==> src/rtl/mul_pkg.sv <==
// Shared constants and FSM state type for the shift-add MUL write-back unit.
package mul_pkg;

    localparam int MUL_DW      = 8;
    localparam int MUL_AW      = 3;
    localparam int CALC_CYCLES = 8;
    localparam int CNT_W       = $clog2(CALC_CYCLES + 1);

    typedef enum logic [1:0] {
        IDLE  = 2'd0,
        CALC  = 2'd1,
        WB_LO = 2'd2,
        WB_HI = 2'd3
    } mul_state_t;

endpackage

==> src/rtl/mul_shift_add.sv <==
// Shift-add datapath: latched multiplicand/multiplier, 2*DW accumulator and step counter.
// i_clear loads fresh operands; each i_step folds one multiplier bit into the accumulator.
module mul_shift_add
    import mul_pkg::*;
#(
    parameter int DW = MUL_DW
) (
    input  logic              clk,
    input  logic              reset,
    input  logic              i_clear,
    input  logic              i_step,
    input  logic [DW-1:0]     i_mcand,
    input  logic [DW-1:0]     i_mplier,
    output logic [2*DW-1:0]   o_acc,
    output logic [CNT_W-1:0]  o_count
);

    logic [DW-1:0]    r_mcand;
    logic [DW-1:0]    r_mplier;
    logic [2*DW-1:0]  r_acc;
    logic [CNT_W-1:0] r_count;
    logic [2*DW-1:0]  w_addend;

    // Partial product for the current bit position, widened before the shift so no bits drop.
    assign w_addend = {{DW{1'b0}}, r_mcand} << r_count;

    // NOTE: sequential state uses non-blocking assignments so every register samples pre-edge values.
    always_ff @(posedge clk or posedge reset) begin
        if (reset) begin
            r_mcand  <= '0;
            r_mplier <= '0;
            r_acc    <= '0;
            r_count  <= '0;
        end else if (i_clear) begin
            r_mcand  <= i_mcand;
            r_mplier <= i_mplier;
            r_acc    <= '0;
            r_count  <= '0;
        end else if (i_step) begin
            if (r_mplier[0]) begin
                r_acc <= r_acc + w_addend;
            end
            r_mplier <= r_mplier >> 1;
            r_count  <= r_count + CNT_W'(1);
        end
    end

    assign o_acc   = r_acc;
    assign o_count = r_count;

endmodule

==> src/rtl/mul_wb_unit.sv <==
// Sequential 8x8 MUL unit: IDLE -> CALC (8 steps) -> WB_LO [-> WB_HI] -> IDLE, writing into the reg file.
// Define MUL_HI_WRITE_EN to also write the product high byte to register (dest+1) mod 2**AW.
module mul_wb_unit
    import mul_pkg::*;
#(
    parameter int DW = MUL_DW,
    parameter int AW = MUL_AW
) (
    input  logic          clk,
    input  logic          reset,
    input  logic          start,
    input  logic [DW-1:0] opA,
    input  logic [DW-1:0] opB,
    input  logic [AW-1:0] dest,
    output logic          busy,
    output logic          done,
    output logic          ovf,
    output logic          write_en,
    output logic [AW-1:0] waddr,
    output logic [DW-1:0] data_in
);

    mul_state_t       r_state;
    logic [AW-1:0]    r_dest;
    logic             r_write_en;
    logic [AW-1:0]    r_waddr;
    logic [DW-1:0]    r_data_in;
    logic             r_done;
    logic             r_ovf;

    logic             w_clear;
    logic             w_step;
    logic [2*DW-1:0]  w_acc;
    logic [CNT_W-1:0] w_count;

    // Operands are captured only on an accepted start, so later input changes are harmless.
    assign w_clear = (r_state == IDLE) && start;
    assign w_step  = (r_state == CALC);

    mul_shift_add #(
        .DW (DW)
    ) u_shift_add (
        .clk      (clk),
        .reset    (reset),
        .i_clear  (w_clear),
        .i_step   (w_step),
        .i_mcand  (opA),
        .i_mplier (opB),
        .o_acc    (w_acc),
        .o_count  (w_count)
    );

    always_ff @(posedge clk or posedge reset) begin
        if (reset) begin
            r_state    <= IDLE;
            r_dest     <= '0;
            r_write_en <= 1'b0;
            r_waddr    <= '0;
            r_data_in  <= '0;
            r_done     <= 1'b0;
            r_ovf      <= 1'b0;
        end else begin
            r_write_en <= 1'b0;
            r_done     <= 1'b0;
            case (r_state)
                IDLE: begin
                    if (start) begin
                        r_dest  <= dest;
                        r_ovf   <= 1'b0;
                        r_state <= CALC;
                    end
                end
                CALC: begin
                    // The final step lands on this same edge, so the count reaches CALC_CYCLES in WB_LO.
                    if (w_count == CNT_W'(CALC_CYCLES - 1)) begin
                        r_state <= WB_LO;
                    end
                end
                WB_LO: begin
                    r_write_en <= 1'b1;
                    r_waddr    <= r_dest;
                    r_data_in  <= w_acc[DW-1:0];
                    r_ovf      <= |w_acc[2*DW-1:DW];
`ifdef MUL_HI_WRITE_EN
                    r_state    <= WB_HI;
`else
                    r_done     <= 1'b1;
                    r_state    <= IDLE;
`endif
                end
                WB_HI: begin
`ifdef MUL_HI_WRITE_EN
                    r_write_en <= 1'b1;
                    r_waddr    <= r_dest + AW'(1);
                    r_data_in  <= w_acc[2*DW-1:DW];
                    r_done     <= 1'b1;
`endif
                    r_state    <= IDLE;
                end
                default: r_state <= IDLE;
            endcase
        end
    end

    assign busy     = (r_state != IDLE);
    assign done     = r_done;
    assign ovf      = r_ovf;
    assign write_en = r_write_en;
    assign waddr    = r_waddr;
    assign data_in  = r_data_in;

endmodule

==> config.mk <==
export PLATFORM = sky130hd
export DESIGN_NAME = mul_wb_unit
export DESIGN_NICKNAME = d
export VERILOG_FILES = /design/src/rtl/mul_pkg.sv /design/src/rtl/mul_shift_add.sv /design/src/rtl/mul_wb_unit.sv
export SDC_FILE = /design/constraint.sdc
export NUM_CORES = 1
export LEC_CHECK = 0
export CORE_MARGIN = 2
export CORE_UTILIZATION = 35
export CTS_CLUSTER_SIZE = 30
export DETAILED_ROUTE_END_ITERATION = 8
export HOLD_SLACK_MARGIN = 0.05
export SYNTH_ARGS = -nofsm -noshare
export SYNTH_HDL_FRONTEND = slang
export SYNTH_HIERARCHICAL = 1
export SYNTH_SLANG_ARGS = --single-unit
export TNS_END_PERCENT = 20
==> constraint.sdc <==
create_clock -name clk -period 5 [get_ports clk]
set_input_delay 1.5 -clock clk [delete_from_list [all_inputs] [get_ports clk]]
set_output_delay 1.5 -clock clk [all_outputs]
set_load 0.005 [all_outputs]
==> impl_metrics.env <==
export IMPL_hold_path_class="reg -> reg"
export IMPL_ios=37
export IMPL_status="finished, final reports clean"
export IMPL_vdd_drop_max_uv=259
export IMPL_clock_sinks=54
export IMPL_critPathMostFrequentCell="o21ai_0"
export IMPL_place_congestion=0.895
export IMPL_yosysSeqAreaShare_pct=40.3
export IMPL_start_kind="flip-flop"
export IMPL_slew_violations=0
export IMPL_ys_flop_type="dfrtp_1"
export IMPL_ys_top_cells_by_area="dfrtp_1 (40%), mux2_2 (6.0%), ha_1 (6.0%)"
export IMPL_synth_edff_count=0
export IMPL_timing_final_crit_share_pct=73.5
export IMPL_antennaDiodeCount=0
export IMPL_hold_viol_final=0
export IMPL_crit_slowest_cell="dfrtp_1"
export IMPL_crit_required_ns=5.20
export IMPL_relSlewSlack_pct=44.4
export IMPL_critical_path_class="reg -> reg"
export IMPL_fmax_mhz=272
export IMPL_skew_ns=0.00727
export IMPL_firstDrtPassIters=4
export IMPL_crit_buf_inv=0
export IMPL_power_w=0.00247
export IMPL_worst_path_largest_cell_delay_ns=0.73
export IMPL_cp_end_kind="flip-flop"
export IMPL_drc=0
export IMPL_clk_path_buf_depth=2
export IMPL_drive_above_1_share_pct=12.2
export IMPL_grt_total_usage_pct=15.1
export IMPL_cts_tree="built"
export IMPL_power_density_nw_per_um2=634
export IMPL_cts_htree_levels=2
export IMPL_grt_pass1_wl_mm=12.4
export IMPL_path_cells="mux2_2 > nand2_1 > o21ai_0 > o21ai_0 > o22ai_1 > ha_1 > a21o_1 > a21oi_1 > o21ai_1 > a211o_1 > o221ai_2 > mux2i_1 > mux2_1"
export IMPL_vias=2555
export IMPL_overflow=0
export IMPL_worstMarginPinSlew_ns=0.832
export IMPL_final_setup_viol_count=0
export IMPL_maxCapViolations=0
export IMPL_preCtsSetupSlack_ns=1.37
export IMPL_critPathTopFamily="compound AO/OA/AOI/OAI gates"
export IMPL_synth_area_um2=3350
export IMPL_wirelength_mm=7.25
export IMPL_portBuffers=36
export IMPL_fin_ws_ns=1.32
export IMPL_rsz0062_at_grt="false"
export IMPL_tns_ns=0
export IMPL_syn_area_per_cell_um2=9.83
export IMPL_synth_top_cell_by_area="dfrtp_1"
export IMPL_synthTopCellsByCount="dfrtp_1 (54), nand2_1 (39), o21ai_0 (23), mux2_2 (18)"
export IMPL_ant_nets=0
export IMPL_die_width_um=102
export IMPL_yosysWarnings=6
export IMPL_ys_types=60
export IMPL_fp_coreArea_um2=9280
export IMPL_grt_pass1_vias=2551
export IMPL_hpwlAfterDp_mm=5.46
export IMPL_area_delta_synth_final_pct=16.3
export IMPL_cts_made_buffers=5
export IMPL_yosysMostFrequentCell="dfrtp_1"
export IMPL_final_nets=407
export IMPL_post_cts_buffers=0
export IMPL_die_h_um=102
export IMPL_drtIter0Drc=144
export IMPL_cts_repair_resize_count=0
export IMPL_cp_data_arrival_time_ns=3.88
export IMPL_grt_max_degree=26
export IMPL_hold_buffers=0
export IMPL_syn_nets=380
export IMPL_synth_seq_cells=54
export IMPL_finalHoldWorstSlack_ns=0.513
export IMPL_wl_per_cell_um=14.6
export IMPL_post_drt_via_cell_ratio=5.13
export IMPL_worstPathMaxFanout=16
export IMPL_clk_pin_slew_worst_paths_ns=0.10
export IMPL_initial_core_util_pct=36.1
export IMPL_rows=35
export IMPL_finalCriticalPeriod_ns=3.68
export IMPL_antenna_found_initial=0
export IMPL_dieArea_um2=10400
export IMPL_p_leak_nw=1.75
export IMPL_async_flop_share_pct=100
export IMPL_clk_latency_ns=0.31
export IMPL_synth_top_cell_area_share_pct=40.3
export IMPL_cts_root_buffer="clkbuf_8"
export IMPL_synth_cells=341
==> kinds of logic after synthesis <==
group,count (synthesis),synth area share (%)
mux,44,15.0
simple gates,108,16.3
flops,54,40.3
buf+inv,30,4.74
xor+xnor,8,2.09
fa+ha+maj,17,6.57
compound gates,80,15.1
==> cell usage in the layout, fill, tap and decap left out, types with 6 or more instances in the layout <==
| cell type | netlist | routed |
|---|---|---|
| a21o_1 | 6 | 6 |
| a21oi_1 | 16 | 16 |
| clkdlybuf4s50_1 | 0 | 36 |
| dfrtp_1 | 54 | 54 |
| ha_1 | 16 | 16 |
| inv_1 | 9 | 9 |
| mux2_2 | 18 | 18 |
| mux2_4 | 7 | 7 |
| mux2i_1 | 16 | 16 |
| nand2_1 | 39 | 39 |
| nand3_1 | 12 | 12 |
| nor2_1 | 15 | 15 |
| nor3_1 | 9 | 9 |
| o21ai_0 | 23 | 23 |
| o21ai_1 | 7 | 7 |
| xor2_1 | 6 | 6 |
==> final cells by class <==
cell class	instances	area [um^2]
Clock buffer	6	72.6
Fill cell	913	5380
Timing Repair Buffer	40	390
Inverter	10	37.5
Multi-Input combinational cell	257	1850
Clock inverter	2	37.5
Tap cell	129	161
Sequential cell	54	1350
==> state kept, by name, summed over array words and instances, names as in the netlist <==
signal                count
r_dest                    3
u_shift_add/r_mplier      8
u_shift_add/o_count       4
waddr                     3
done                      1
data_in                   8
ovf                       1
u_shift_add/o_acc        16
u_shift_add/r_mcand       8
r_state                   2
==> path summary, 6_finish.rpt <==
path,start,end,slack [ns],depth (start not counted)
setup / recovery,u_shift_add/o_count[0]$_DFFE_PP0P_,u_shift_add/o_acc[15]$_DFFE_PP0P_,1.32,13
hold / removal,data_in[2]$_DFFE_PP0P_,data_in[2]$_DFFE_PP0P_,0.51,1
setup reg to reg,u_shift_add/o_count[0]$_DFFE_PP0P_,u_shift_add/o_acc[15]$_DFFE_PP0P_,1.32,13
hold reg to reg,data_in[2]$_DFFE_PP0P_,data_in[2]$_DFFE_PP0P_,0.51,1
max in group asynchronous,reset,u_shift_add/o_acc[13]$_DFFE_PP0P_,2.75,3
min in group asynchronous,reset,u_shift_add/r_mcand[3]$_DFFE_PP0P_,1.54,2
==> routing by layer <==
metal	up-vias	share of wire, %	GRT usage (%)
li1	1280	-	-
met1	1211	49	20.8
met2	57	46	24.7
met3	7	4.6	2.46
met4	0	1.2	4.21
met5	-	0	0
==> power by group <==
part	internal, W	switching, W	leakage, nW
combinational	0.000652	0.000729	1.01
sequential	0.000607	0.000192	0.696
clock	0.000150	0.000143	0.0514
==> stage by stage <==
stage	utilization, %	cell area (um^2)	std cells
5_1_grt	42.0	3900	498
2_1_floorplan	-	3350	341
3_3_place_gp	40.8	3790	490
3_5_place_dp	40.8	3790	490
4_1_cts	42.0	3900	498
6_report	42.0	3900	498
==> worst reg2reg max path, stage by stage (launching register included) <==
cell and delay [ns]:
dfrtp_1 0.73, mux2_2 0.42, nand2_1 0.06, o21ai_0 0.11, o21ai_0 0.18, o22ai_1 0.12, ha_1 0.39, a21o_1 0.21
a21oi_1 0.15, o21ai_1 0.11, a211o_1 0.31, o221ai_2 0.19, mux2i_1 0.24, mux2_1 0.33
Note: power is estimated with default switching activity, not from simulation.
